--- config.mk ---
export PLATFORM = sky130hd
export DESIGN_NAME = frame_rate_timer_flat
export DESIGN_NICKNAME = d
export VERILOG_FILES = /design/src/rtl/frame_rate_timer_if.sv /design/src/rtl/frame_rate_timer.sv /design/src/flat_wrapper.sv
export SDC_FILE = /design/constraint.sdc
export NUM_CORES = 1
export LEC_CHECK = 0
export ABC_AREA = 1
export BUFFER_PORTS_ARGS = -buffer_cell sky130_fd_sc_hd__buf_2
export CAP_MARGIN = 10
export CORE_ASPECT_RATIO = 0.5
export CORE_MARGIN = 2
export CORE_UTILIZATION = 50
export DETAILED_ROUTE_END_ITERATION = 8
export PLACE_DENSITY = 0.77
export SYNTH_ARGS = -nofsm -noshare
export SYNTH_HDL_FRONTEND = slang
export SYNTH_SLANG_ARGS = --single-unit
--- constraint.sdc ---
create_clock -name clock -period 1.6 [get_ports clock]
set_input_delay 0.32 -clock clock [delete_from_list [all_inputs] [get_ports clock]]
set_output_delay 0.32 -clock clock [all_outputs]
set_load 0.02 [all_outputs]
--- src/rtl/frame_rate_timer_if.sv ---
// Control/status bundle of frame_rate_timer: run/pause/step controls in, tick and timing status out.
interface frame_rate_timer_if #(
    parameter int CNT_W = 26,
    parameter int FC_W  = 16
) ();
    logic             enable;
    logic             step;
    logic [3:0]       rate_sel;
    logic             count_clr;
    logic             frame_tick;
    logic [3:0]       active_sel;
    logic [CNT_W-1:0] remaining;
    logic [FC_W-1:0]  frame_count;

    modport master (
        output enable, step, rate_sel, count_clr,
        input  frame_tick, active_sel, remaining, frame_count
    );

    modport slave (
        input  enable, step, rate_sel, count_clr,
        output frame_tick, active_sel, remaining, frame_count
    );
endinterface

--- src/rtl/frame_rate_timer.sv ---
// Frame-rate tick generator: divides clock to 60..1 FPS, supports pause/step and boundary-only rate changes.
// Optional running frame counter enabled by defining FRAME_TIMER_COUNT_EN.
module frame_rate_timer #(
    parameter int CLK_HZ    = 50000000,
    parameter int CNT_W     = 26,
    parameter int FC_W      = 16,
    parameter int RESET_SEL = 11
) (
    input  logic              clock,
    input  logic              reset,
    frame_rate_timer_if.slave bus
);

    // Each branch folds to a constant, so this is a small mux rather than a divider.
    function automatic logic [CNT_W-1:0] reload_of(input logic [3:0] idx);
        logic [CNT_W-1:0] r;
        case (idx)
            4'd0:    r = CNT_W'(CLK_HZ / 60 - 1);
            4'd1:    r = CNT_W'(CLK_HZ / 55 - 1);
            4'd2:    r = CNT_W'(CLK_HZ / 50 - 1);
            4'd3:    r = CNT_W'(CLK_HZ / 45 - 1);
            4'd4:    r = CNT_W'(CLK_HZ / 40 - 1);
            4'd5:    r = CNT_W'(CLK_HZ / 35 - 1);
            4'd6:    r = CNT_W'(CLK_HZ / 30 - 1);
            4'd7:    r = CNT_W'(CLK_HZ / 25 - 1);
            4'd8:    r = CNT_W'(CLK_HZ / 20 - 1);
            4'd9:    r = CNT_W'(CLK_HZ / 15 - 1);
            4'd10:   r = CNT_W'(CLK_HZ / 10 - 1);
            4'd11:   r = CNT_W'(CLK_HZ / 5 - 1);
            default: r = CNT_W'(CLK_HZ - 1);
        endcase
        return r;
    endfunction

    localparam logic [3:0] RST_SEL = 4'(RESET_SEL);

    logic [CNT_W-1:0] remaining;
    logic [3:0]       active_sel;
    logic             frame_tick;
    logic             reload;

    // A reload either ends a running frame or is a single step while paused.
    always_comb begin
        reload = (bus.enable && (remaining == '0)) || (!bus.enable && bus.step);
    end

    // NOTE: state registers use non-blocking assignments so every flop samples pre-edge values.
    always_ff @(posedge clock or posedge reset) begin
        if (reset) begin
            remaining  <= reload_of(RST_SEL);
            active_sel <= RST_SEL;
            frame_tick <= 1'b0;
        end else if (reload) begin
            remaining  <= reload_of(bus.rate_sel);
            active_sel <= bus.rate_sel;
            frame_tick <= 1'b1;
        end else begin
            if (bus.enable) begin
                remaining <= remaining - 1'b1;
            end
            frame_tick <= 1'b0;
        end
    end

    assign bus.remaining  = remaining;
    assign bus.active_sel = active_sel;
    assign bus.frame_tick = frame_tick;

`ifdef FRAME_TIMER_COUNT_EN
    logic [FC_W-1:0] frame_count;

    // The count advances on the edge ending a tick cycle, so a clear in that cycle wins.
    always_ff @(posedge clock or posedge reset) begin
        if (reset) begin
            frame_count <= '0;
        end else if (bus.count_clr) begin
            frame_count <= '0;
        end else if (frame_tick) begin
            frame_count <= frame_count + 1'b1;
        end
    end

    assign bus.frame_count = frame_count;
`else
    assign bus.frame_count = '0;
`endif

endmodule

--- src/flat_wrapper.sv ---
// flat-port wrapper written by rule: the top's interface ports become plain ports
module frame_rate_timer_flat 
#(
    parameter int CLK_HZ    = 50000000,
    parameter int CNT_W     = 26,
    parameter int FC_W      = 16,
    parameter int RESET_SEL = 11
)
  (clock, reset, bus_enable, bus_step, bus_rate_sel, bus_count_clr, bus_frame_tick, bus_active_sel, bus_remaining, bus_frame_count);
  frame_rate_timer_if #(.CNT_W(CNT_W), .FC_W(FC_W)) bus_i ();
  input  logic clock;
  input  logic reset;
  input wire logic [$bits(bus_i.enable)-1:0] bus_enable;
  input wire logic [$bits(bus_i.step)-1:0] bus_step;
  input wire logic [$bits(bus_i.rate_sel)-1:0] bus_rate_sel;
  input wire logic [$bits(bus_i.count_clr)-1:0] bus_count_clr;
  output wire logic [$bits(bus_i.frame_tick)-1:0] bus_frame_tick;
  output wire logic [$bits(bus_i.active_sel)-1:0] bus_active_sel;
  output wire logic [$bits(bus_i.remaining)-1:0] bus_remaining;
  output wire logic [$bits(bus_i.frame_count)-1:0] bus_frame_count;
  assign bus_i.enable = bus_enable;
  assign bus_i.step = bus_step;
  assign bus_i.rate_sel = bus_rate_sel;
  assign bus_i.count_clr = bus_count_clr;
  assign bus_frame_tick = bus_i.frame_tick;
  assign bus_active_sel = bus_i.active_sel;
  assign bus_remaining = bus_i.remaining;
  assign bus_frame_count = bus_i.frame_count;
  frame_rate_timer #(.CLK_HZ(CLK_HZ), .CNT_W(CNT_W), .FC_W(FC_W), .RESET_SEL(RESET_SEL)) u_core (.clock(clock), .reset(reset), .bus(bus_i));
endmodule
* Word level (Yosys, flattened, before mapping) *
Memory sizes are Yosys's and may differ from the RTL's.
Index checks and enable logic that the tools add are counted.

storage, ports and cells
  flip-flop bits (word level) = 31
  bits in latches = 0
  memory bits (writable) = 0
  ROM bits = 400
  logic and storage cells = 14
  memories kept = 1

memory list
  name              words  width  read ports  clocked after Yosys merged registers in  wr ports  line                    source
  (name not given)  16     25     1           0                                        0         frame_rate_timer.sv:17  case (idx)

cells by class
  $add $sub $neg = 1
  $mul = 0
  divide/modulo/power cells = 0
  order comparisons = 0
  eq/ne operators = 0
  shift operators = 0
  mux-type cells = 3
  bitwise operators = 0
  reductions and logical operators = 6

operators with widths
  kind                                                number
  two-way mux 26 bit                                  2
  logical NOT 26 bit                                  1
  subtractor 26 x 1 -> 26 bit, second input constant  1
  logical AND 1 bit                                   2
  nonzero test 2 bit                                  1
  logical NOT 1 bit                                   1
  logical OR 1 bit                                    1
  two-way mux 1 bit                                   1

* Logic depth before layout (Yosys ltp) *
Gate-level depths: netlist of run 1.

  depth in word-level cells = 4
  mapped depth = 12
  gate-level depth less buffers = 11

* Least setup slack after synthesis of run 1 *
No wires, ideal clock.

  path kind = reg2reg
  from = register u_core.remaining[0] (netlist: u_core.bus.remaining[0])
  to = register u_core.remaining[14] (netlist: u_core.bus.remaining[14])
  setup time = 129 ps
  arrival time = 1520 ps
  data required time = 1471 ps
  setup slack = -49 ps
  cell stages (with the launch flop) = 11
  clock period less this slack = 1649 ps
  path through = dfstp_2 inv_1 ha_1 nand3_1 nor2_2 nand3_2 nand2_4 nand2_4 buf_6 buf_6 o211ai_2

between the ends
  word-level cells in the longest chain between the ends = 4
  elaborated cells between the ends (all ways) = 7
  those cells by class = 1 x add/sub; 2 x mux; 4 x reduce/logical

ends and longest elaborated chain
  item                                                                                 line                    source
  start: declaration                                                                   frame_rate_timer.sv:37  logic [CNT_W-1:0] remaining;
  start signal: assignment                                                             frame_rate_timer.sv:50  remaining <= reload_of(RST_SEL);
  start signal: assignment                                                             frame_rate_timer.sv:54  remaining <= reload_of(bus.rate_sel);
  start signal: assignment                                                             frame_rate_timer.sv:59  remaining <= remaining - 1'b1;
  parallel branches: the longest is 4 deep, another holds subtractor 26 x 1 -> 26 bit  --

Several ways; the timed one is not identified. The select of a mux whose other input is x is not followed.
A chain may end at the register's enable or synchronous reset.

* Worst setup path in the final report of run 1 *
  from = register u_core.remaining[7] (netlist: u_core.bus.remaining[7])
  to = register u_core.remaining[12] (netlist: u_core.bus.remaining[12])

Same word-level chain as after synthesis.

==> results of run 1 <==
==> power by group <==
part | leakage, nW | total (mW) | switching (mW) | internal [mW]
clock network | 0.0505 | 0.725 | 0.333 | 0.392
registers | 0.348 | 1.04 | 0.0764 | 0.960
logic | 1.31 | 1.44 | 0.872 | 0.571
==> kinds of logic (layout without fill, tap and decap cells) <==
family / Yosys count / after routing / synth area share (%)
simple gates: 218 / 218 / 36.7
buf+inv: 57 / 145 / 11.8
compound gates: 42 / 42 / 9.81
flops: 31 / 31 / 31.3
xor+xnor: 17 / 17 / 5.84
fa+ha+maj: 9 / 9 / 4.42
other cells: 1 / 16 / 0.147
==> layer usage <==
layer | up-vias | share of wire, % | global-route usage, %
li1 | 1370 | - | -
met1 | 1328 | 45 | 36.7
met2 | 134 | 45 | 47.2
met3 | 24 | 7.6 | 5.24
met4 | 0 | 2.4 | 7.33
met5 | - | 0 | 0
==> worst min path at each step <==
| stage | start | endpoint | slack (ns) | depth (start not counted) |
|---|---|---|---|---|
| 5_1_grt | reset | u_core.bus.active_sel[2]$_DFFE_PP0P_ | 0.17 | 3 |
| 3_5_place_dp | reset | u_core.bus.active_sel[2]$_DFFE_PP0P_ | 0.43 | 3 |
| 2_1_floorplan | reset | u_core.bus.active_sel[2]$_DFFE_PP0P_ | 0.41 | 1 |
| 3_3_place_gp | reset | u_core.bus.active_sel[2]$_DFFE_PP0P_ | 0.42 | 3 |
| 6_report | reset | u_core.bus.remaining[25]$_DFFE_PP0P_ | 0.11 | 3 |
| 4_1_cts | reset | u_core.bus.remaining[25]$_DFFE_PP0P_ | 0.12 | 3 |
==> cell type report <==
| class | instances | area [sq um] | share of cell area [%] |
|---|---|---|---|
| Tap cell | 70 | 87.6 | 2.53 |
| Multi-Input combinational cell | 302 | 1640 | 47.2 |
| Clock buffer | 7 | 96.3 | 2.78 |
| Clock inverter | 1 | 7.51 | 0.217 |
| Timing Repair Buffer | 108 | 727 | 21.0 |
| Sequential cell | 31 | 800 | 23.1 |
| Inverter | 29 | 113 | 3.25 |
==> metrics by stage <==
| stage | std cells | util (%) |
|---|---|---|
| floorplan | 390 | - |
| finish | 548 | 70.6 |
| global placement | 538 | 65.6 |
| CTS | 546 | 68.1 |
| detailed placement | 538 | 65.6 |
| global route | 548 | 70.6 |
==> repair_timing <==
item	4_1_cts	5_1_grt
pin swaps	1	3
hold buffers	0	0
gates resized for setup	5	32
hold endpoints to repair	0	0
setup endpoints to repair	8	23
buffers inserted	0	2
==> Yosys cell counts, drive strengths merged <==
cell / number
nand2: 106
nor2: 75
inv: 29
buf: 24
nand3: 23
o21ai: 18
dfstp: 17
dfrtp: 14
a21oi: 13
xnor2: 11
ha: 9
nand4: 9
o22ai: 7
xor2: 6
clkbuf: 4
nor3: 3
o211ai: 3
conb: 1
nand3b: 1
nor3b: 1
o221ai: 1
==> layout by cell type, fill, tap and decap left out, types with 6 or more instances in the layout <==
cell type,instances
nor2_2,16
o21ai_0,13
a21oi_1,11
xnor2_1,11
dfrtp_1,12
nand3_1,14
xor2_1,6
buf_4,67
clkbuf_8,7
nand3_2,9
conb_1,16
nand4_1,9
dfstp_2,17
buf_2,38
nor2_1,57
o22ai_1,7
nand2_1,94
nand2_2,8
ha_1,7
inv_1,25
==> flip-flops by register name, summed over array words and instances, names as in the netlist <==
name	flops
u_core.bus.remaining	26
u_core.bus.frame_tick	1
u_core.bus.active_sel	4
==> worst max-delay path: stages (launching register included) <==
cell	delay (ns)
dfrtp_1	0.39
nor2_1	0.19
nand2_1	0.13
buf_4	0.16
nor2_1	0.14
buf_4	0.15
nand2_1	0.07
xnor2_1	0.16
nand2_1	0.10
nand3_2	0.09
==> key figures, run 1 <==
Final layout
  • Antenna cell count: 0
  • Fin nets: 495
  • Design area: 0.00347 sq mm
  • P&R area growth vs syn: 35.9%
  • Fill count: 437
  • Share of layout cells above drive strength 1: 39.5%

Drt
  • Routed WL per cell: 14.6 microns
  • Vias after detailed routing: 2856
  • Total wire length: 8.01 mm
  • Vias per cell: 5.21
  • Routed Antenna Nets: 0
  • First-pass DRT Iterations: 5
  • Drt first-iter violations: 218
  • DR DRC count: 0

Power
  • Peak VDD IR: 577 uV
  • Power density over cell area: 925 mW/mm^2
  • Leak: 1.71 nW
  • Total power: 3.20 mW

Synth
  • Largest area contributor in the netlist: dfstp_2
  • Synth area leaders: dfstp_2, nand2_1, dfrtp_1, nor2_1, buf_4
  • Seq/Total Area, Yosys: 31.3%
  • Syn avg cell area: 6.80 sq um
  • Yosys warns: 0
  • Synth cell types: 30
  • Register bit total from synthesis: 31
  • Share of the synthesized area in the top cell type: 17.5%
  • Synth Instances: 375
  • Cell Area, Synth: 0.00255 sq mm

Die
  • Core ar.: 0.00491 sq mm
  • Die height: 54.5 microns
  • IO Count: 56
  • Initial Utilization: 51.9%
  • Die width: 105 microns
  • Die area: 0.00572 sq mm
  • Cell Rows: 18

Place
  • GP Congestion: 0.944
  • Dpl cell area: 0.00322 sq mm
  • Pre-CTS WS: -0.0650 ns
  • Port buffer count: 38
  • DPL Wire Length: 5.97 mm

GRT
  • Vias in the first global route: 2521
  • Initial antenna violation count: 0
  • Pin count of the biggest net entering global routing: 32
  • Gr ovfl total: 0
  • First-pass GRT wire length: 12.0 mm
  • GRT Overall Usage: 27.5%

Setup path
  • Crit Path Class: reg2reg
  • Worst reg-to-reg setup slack: -0.03 ns
  • Crit-path max FO: 3
  • RR Startpoint: u_core.bus.remaining[7]$_DFFE_PP0P_
  • CP required: 1.83 ns
  • R2r worst-path depth: 9
  • Critical path launch point type: flip-flop
  • CP endpoint: u_core.bus.remaining[12]$_DFFE_PP1P_
  • RR Endpoint: u_core.bus.remaining[12]$_DFFE_PP1P_
  • CP arrival: 1.87 ns
  • Crit. Startpoint: u_core.bus.remaining[7]$_DFFE_PP0P_
  • Crit. End Element: flip-flop

Timing
  • Peak Freq: 612 MHz
  • Setup tns final: -0.102 ns
  • Final hold slack: 0.109 ns
  • Final min period: 1.63 ns
  • Unrepaired setup endpoints after global routing: true
  • Layout Skew: 0.00594 ns
  • Max-slew violation count: 0
  • Final-report setup violation count: 8
  • PnR worst setup slack: -0.0347 ns
  • Final Hold Viols: 0
  • Period utilization: 102%

Clock tree
  • Clock latency at the later pin of the worst-skew pair: 0.29 ns
  • CTS Buffer Depth: 2
  • Clock root buffer: clkbuf_8
  • CTS clk-pin slew, worst paths: 0.08 ns
  • Clk sinks: 31
  • TritonCTS buffer count: 5
  • H-tree depth: 2
  • CTS tree: done

Run
  • Max-cap violation count: 0

Outcome
  • Status: finished, violations left
  • Failing checks: setup timing

Hold path
  • Worst Hold Class: in2async
(Power assumes the default switching activity.)
==> inputs of run 2 (changes only) <==
--- a/config.mk
+++ b/config.mk
@@ -13,6 +13,7 @@
 export CORE_UTILIZATION = 50
 export DETAILED_ROUTE_END_ITERATION = 8
 export PLACE_DENSITY = 0.77
+export RECOVER_POWER = 100
 export SYNTH_ARGS = -nofsm -noshare
 export SYNTH_HDL_FRONTEND = slang
 export SYNTH_SLANG_ARGS = --single-unit
==> run 2 against run 1 <==
Effect of this change:
- the run still ends with setup timing left
- clock power barely moved
- setup slack got worse by 0.021 ns
- wire length fell by 0.17%
- sequential share of layout area rose by 0.29 points
- highest routed layer unchanged
- non-clock buffer count did not move
- hold slack improved by 0.14 ns
- combinational power barely moved
==> key figures, run 2 (synthesized netlist as in run 1, its figures left out) <==
Outcome
  • Status: finished, violations left
  • Failing checks: setup timing

Run
  • Max-cap violation count: 0

Power
  • P_sw: 1.29 mW
  • Power density over cell area: 928 mW/mm^2
  • Peak VDD IR: 576 uV
  • Clock Power Share: 22.9%
  • Leak: 1.62 nW
  • Cell Int Power: 1.89 mW
  • Switch share: 40.5%
  • Combinational share of power: 44.4%
  • Flop pwr share: 32.7%

Timing
  • Max-slew violation count: 0
  • Measured slew at the worst slew-check pin: 0.800 ns
  • Period utilization: 103%
  • Final-report setup violation count: 9
  • Slew HR: 46.7%
  • Final hold slack: 0.254 ns
  • Layout Skew: 0.00534 ns
  • Setup tns final: -0.186 ns
  • Final min period: 1.66 ns
  • PnR worst setup slack: -0.0557 ns
  • Unrepaired setup endpoints after global routing: true
  • Peak Freq: 604 MHz
  • Final Hold Viols: 0

Setup path
  • Crit. Startpoint: u_core.bus.remaining[7]$_DFFE_PP0P_
  • Slowest library cell on the worst path: dfrtp_1
  • Crit Path Class: reg2reg
  • RR Endpoint: u_core.bus.remaining[12]$_DFFE_PP1P_
  • CP required: 1.83 ns
  • CP arrival: 1.89 ns
  • Worst reg-to-reg setup slack: -0.06 ns
  • R2r worst-path depth: 9
  • Crit path cell chain: nor2_1 -> nand2_1 -> buf_4 -> nor2_1 -> buf_4 -> nand2_1 -> xnor2_1 -> nand2_1 -> nand3_2
  • Largest stage delay on the critical path: 0.39 ns
  • CP dominant cell by count: nand2_1
  • RR Startpoint: u_core.bus.remaining[7]$_DFFE_PP0P_
  • Crit-path max FO: 3
  • Critical path launch point type: flip-flop
  • Crit. End Element: flip-flop

GRT
  • GRT Overall Usage: 27.5%
  • First-pass GRT wire length: 12.0 mm
  • Pin count of the biggest net entering global routing: 32
  • Vias in the first global route: 2521
  • Gr ovfl total: 0
  • Initial antenna violation count: 0

Die
  • Die area: 0.00572 sq mm
  • Die width: 105 microns
  • Die height: 54.5 microns
  • Initial Utilization: 51.9%
  • IO Count: 56
  • Core ar.: 0.00491 sq mm
  • Cell Rows: 18

Clock tree
  • CTS clk-pin slew, worst paths: 0.07 ns
  • Clk sinks: 31
  • H-tree depth: 2
  • Clock latency at the later pin of the worst-skew pair: 0.29 ns
  • CTS tree: done
  • CTS Buffer Depth: 2
  • TritonCTS buffer count: 5
  • Clock root buffer: clkbuf_8

Final layout
  • Fill count: 446
  • Fin nets: 495
  • Most frequent cells in the layout: nand2_1, buf_4, nor2_1
  • Commonest non-fill, non-tap cell in the layout: nand2_1
  • Share of layout cells above drive strength 1: 33.1%
  • Post-route insts no fill: 548
  • Register area: 800 sq um
  • Biggest registers after layout: u_core.bus.remaining: 26 flops, u_core.bus.active_sel: 4 flops, u_core.bus.frame_tick: 1 flops
  • P&R area growth vs syn: 34.2%
  • Multi-input logic area: 0.00163 sq mm
  • Antenna cell count: 0
  • Reg with most FFs: u_core.bus.remaining
  • Max reg flops: 26

Drt
  • Vias per cell: 5.20
  • Vias after detailed routing: 2848
  • DR DRC count: 0
  • Drt first-iter violations: 244
  • First-pass DRT Iterations: 6
  • Total wire length: 8.00 mm
  • Routed WL per cell: 14.6 microns
  • Routed Antenna Nets: 0

Place
  • GP Congestion: 0.944
  • Placed Instances: 538
  • Port buffer count: 38
  • DPL Wire Length: 5.97 mm

Hold path
  • Worst Hold Class: in2async
run 2: changes by cell type in the layout (fill, tap and decap cells not counted), sizes merged:
cell	change
buf	-32
clkbuf	+32
run 2: area by class of cell:
| cell class | instances | area share (%) |
|---|---|---|
| Inverter | 29 | 3.29 |
| Clock buffer | 7 | 2.81 |
| Multi-Input combinational cell | 302 | 47.7 |
| Sequential cell | 31 | 23.4 |
| Clock inverter | 1 | 0.219 |
| Tap cell | 70 | 2.56 |
| Timing Repair Buffer | 108 | 20.1 |
run 2: timing repair:
| action | 4_1_cts | 5_1_grt |
|---|---|---|
| buffers inserted | 0 | 2 |
| setup endpoints to repair | 8 | 23 |
| gates resized for setup | 5 | 32 |
| pin swaps | 1 | 3 |
| hold buffers | 0 | 0 |
| endpoints found under the hold margin | 0 | 0 |
run 2: critical path, delay by kind of cell, from the launching register on:
kind | cells | cell delay (ns)
xor gates and xnor gates | 1 | 0.16
DFF | 1 | 0.39
buffers and inverters | 2 | 0.31
and+or+nand+nor | 6 | 0.76
run 2: layer usage:
| metal | part of all wire (%) | wire, microns | track usage (%) |
|---|---|---|---|
| met5 | 0 | 0 | 0 |
| met4 | 2.6 | 204 | 7.33 |
| met3 | 8.4 | 668 | 5.24 |
| met2 | 45 | 3610 | 47.2 |
| met1 | 44 | 3520 | 36.7 |
run 2: worst max-delay path by stage:
stage	slack [ns]	endpoint	depth (start not counted)
finish	-0.06	u_core.bus.remaining[12]$_DFFE_PP1P_	9
global route	-0.1	u_core.bus.remaining[11]$_DFFE_PP0P_	11
CTS	0.002	u_core.bus.remaining[18]$_DFFE_PP0P_	9
detailed placement	-0.07	u_core.bus.remaining[17]$_DFFE_PP0P_	8
global placement	0.008	u_core.bus.remaining[20]$_DFFE_PP1P_	10
floorplan	0.004	u_core.bus.active_sel[2]$_DFFE_PP0P_	10
run 2: power groups by stage:
| stage | sequential [mW] | clock, mW | combinational [mW] |
|---|---|---|---|
| global placement | 1.04 | 0 | 1.30 |
| floorplan | 1.28 | 0 | 0.583 |
| finish | 1.04 | 0.728 | 1.41 |
| detailed placement | 1.05 | 0 | 1.34 |
| CTS | 1.03 | 0.742 | 1.35 |
| global route | 1.05 | 0.762 | 1.53 |
run 2: per-stage QoR:
step	power (mW)	worst slack [ns]	utilization [%]	cell area [sq um]
6_report	3.18	-0.0557	69.7	3420
3_5_place_dp	2.38	-0.0650	65.6	3220
3_3_place_gp	2.34	0.00777	65.6	3220
4_1_cts	3.13	0.00200	68.1	3350
2_1_floorplan	1.86	0.00384	-	2630
5_1_grt	3.34	-0.0965	69.7	3420
==> inputs of run 3 (changes only) <==
--- a/config.mk
+++ b/config.mk
@@ -5,9 +5,7 @@
 export SDC_FILE = /design/constraint.sdc
 export NUM_CORES = 1
 export LEC_CHECK = 0
-export ABC_AREA = 1
 export BUFFER_PORTS_ARGS = -buffer_cell sky130_fd_sc_hd__buf_2
-export CAP_MARGIN = 10
 export CORE_ASPECT_RATIO = 0.5
 export CORE_MARGIN = 2
 export CORE_UTILIZATION = 50
==> run 3 against run 2 <==
Effect of this change:
- clock power up 3.8%
- global-route usage grew 18 points
- via count grew 52%
- sequential power increased by 6%
- critical path depth decreased by 3
- fmax fell by 36%
- highest routed layer is now met5
- sequential share of layout area is 6.1 points lower
- non-clock buffer count grew 78
- cell count up 4.6%
- total power grew 21%
- flip-flop and latch count did not move
- critical path type unchanged
- clock skew is 0.015 ns higher
- the run ends with DRC, setup timing left
==> key figures, run 3 <==
Outcome
  • Status: finished, violations left
  • Failing checks: DRC, setup timing

Clock tree
  • TritonCTS buffer count: 5
  • Hold_buf cts: 0
  • H-tree depth: 2
  • CTS clk-pin slew, worst paths: 0.08 ns
  • Clock latency at the later pin of the worst-skew pair: 0.32 ns
  • Clk sinks: 31
  • CTS tree: done
  • Clock root buffer: clkbuf_8
  • CTS Buffer Depth: 2

Die
  • Die width: 107 microns
  • Core ar.: 0.00502 sq mm
  • Cell Rows: 18
  • IO Count: 56
  • Die area: 0.00594 sq mm
  • Die height: 55.5 microns
  • Initial Utilization: 52.8%

Synth
  • Seq/Total Area, Yosys: 30.1%
  • Largest area contributor in the netlist: dfstp_2
  • Most common cell in the netlist: nor2_1
  • Yosys warns: 0
  • Post-synth EDFFs: 0
  • Synth Instances: 331
  • Commonest cells post-synth: nor2_1, a21oi_1, nor3_1
  • Cell Area, Synth: 0.00265 sq mm
  • Ys async rst share: 100%
  • Synth area leaders: dfstp_2, dfrtp_1, buf_4, a21oi_1, ha_1
  • Register bit total from synthesis: 31
  • Syn avg cell area: 8.01 sq um
  • Share of the synthesized area in the top cell type: 16.8%
  • Synth cell types: 61
  • Main synth FF type: dfstp_2

Timing
  • Slew HR: 38.1%
  • Setup tns final: -21.15 ns
  • Final Hold Viols: 0
  • Layout Skew: 0.0200 ns
  • Unrepaired setup endpoints after global routing: true
  • Measured slew at the worst slew-check pin: 0.921 ns
  • PnR worst setup slack: -0.999 ns
  • Final hold slack: 0.239 ns
  • Final min period: 2.60 ns
  • Final-report setup violation count: 36
  • Max-slew violation count: 0
  • Peak Freq: 385 MHz
  • Period utilization: 162%

Power
  • Peak VDD IR: 813 uV
  • Leak: 2.02 nW
  • Power density over cell area: 833 mW/mm^2
  • Total power: 3.85 mW

Place
  • GP Congestion: 0.943
  • Placed Instances: 533
  • Pre-CTS WS: -0.625 ns
  • Port buffer count: 38
  • DPL Wire Length: 7.19 mm
  • Dpl cell area: 0.00369 sq mm

Hold path
  • Worst Hold Class: in2async

Final layout
  • Max reg flops: 26
  • Finished Core Util: 92.0%
  • Reg with most FFs: u_core.bus.remaining
  • Fin nets: 520
  • Most frequent cells in the layout: buf_4, buf_6, buf_2
  • Post-route insts no fill: 573
  • Antenna cell count: 0
  • P&R area growth vs syn: 74.3%
  • Design area: 0.00462 sq mm
  • Share of layout cells above drive strength 1: 56.1%
  • Biggest registers after layout: u_core.bus.remaining: 26 flops, u_core.bus.active_sel: 4 flops, u_core.bus.frame_tick: 1 flops
  • Commonest non-fill, non-tap cell in the layout: buf_4

GRT
  • GRT Overall Usage: 45.7%
  • Gr ovfl total: 0
  • Initial antenna violation count: 1
  • First-pass GRT wire length: 20.7 mm
  • Top Usage Layer GRT: met2
  • GR met2 Demand/Resource: 67.2%
  • Met1 GRT Util: 55.8%
  • Pin count of the biggest net entering global routing: 32
  • Met3 Use GR: 18.5%
  • Vias in the first global route: 3819

Setup path
  • Crit. End Element: flip-flop
  • R2r worst-path depth: 6
  • RR Endpoint: u_core.bus.remaining[9]$_DFFE_PP1P_
  • CP arrival: 2.83 ns
  • Crit. Startpoint: u_core.bus.remaining[0]$_DFFE_PP1P_
  • Critical path launch point type: flip-flop
  • CP required: 1.83 ns
  • Crit-path max FO: 7
  • Worst reg-to-reg setup slack: -1.0 ns
  • Crit Path Class: reg2reg
  • RR Startpoint: u_core.bus.remaining[0]$_DFFE_PP1P_

Drt
  • DR DRC count: 146
  • First-pass DRT Iterations: 9
  • Vias per cell: 7.53
  • Drt first-iter violations: 1145
  • Routed Antenna Nets: 0
  • Routed WL per cell: 30.4 microns
  • Vias after detailed routing: 4315
  • Total wire length: 17.4 mm

Run
  • Max-cap violation count: 0
## run 3: cell types whose count changed in the layout (fill, tap and decap cells not counted), moves of 12 or more
cell and delta:
buf_4 +54, buf_2 +13, nor2_1 -39, nand2_1 -79, inv_1 -12, buf_6 +23
nor2_2 -12
## run 3: area by class of cell
type                            count  area, sq um
Sequential cell                    31          798
Fill cell                         166          400
Clock inverter                      1         5.00
Timing Repair Buffer              186         1390
Inverter                           15         58.8
Tap cell                           70         87.6
Clock buffer                        7         86.3
Multi-Input combinational cell    263         2200
## run 3: worst max-delay path by stage
stage,end,slack (ns)
final,u_core.bus.remaining[9]$_DFFE_PP1P_,-1.0
after global routing,u_core.bus.remaining[9]$_DFFE_PP1P_,-0.95
after CTS,u_core.bus.remaining[12]$_DFFE_PP1P_,-0.63
after detailed placement,u_core.bus.remaining[12]$_DFFE_PP1P_,-0.62
after global placement,u_core.bus.remaining[12]$_DFFE_PP1P_,-0.58
after floorplan,u_core.bus.remaining[12]$_DFFE_PP1P_,-0.67
## run 3: logic make-up after synthesis
family                     Yosys count  share of synthesized area, %
AOI/OAI and AO/OA                   97                          24.2
adders and majority gates            9                          4.25
DFF                                 31                          30.1
xor gates and xnor gates             8                          2.64
and+or+nand+nor                    123                          25.1
other                                1                         0.141
muxes                               10                          3.96
buffers and inverters               52                          9.67
## run 3: critical path, cell delays in order (launching register included)
cell and delay, ns:
dfstp_2 0.39, buf_4 0.17, or4_4 0.59, buf_6 0.19, nor3_1 0.71, o21ai_2 0.12, a221o_1 0.34
## run 3: timing repair
action / in CTS / in global routing
resized for setup: 85 / 50
setup endpoints to repair: 31 / 33
buffers inserted: 23 / 16
pin swaps: 40 / 33
cloned: 2 / 0
## run 3: power by group
group          total, mW  switching (mW)  internal (mW)  leakage (nW)
logic               1.99            1.20          0.791          1.62
clock network      0.756           0.407          0.349        0.0482
registers           1.10           0.142          0.962         0.345
## run 3: layer usage
layer,vias up,wire [microns]
li1,1542,-
met1,1925,5590
met2,589,6410
met3,257,3470
met4,2,1920
met5,-,58
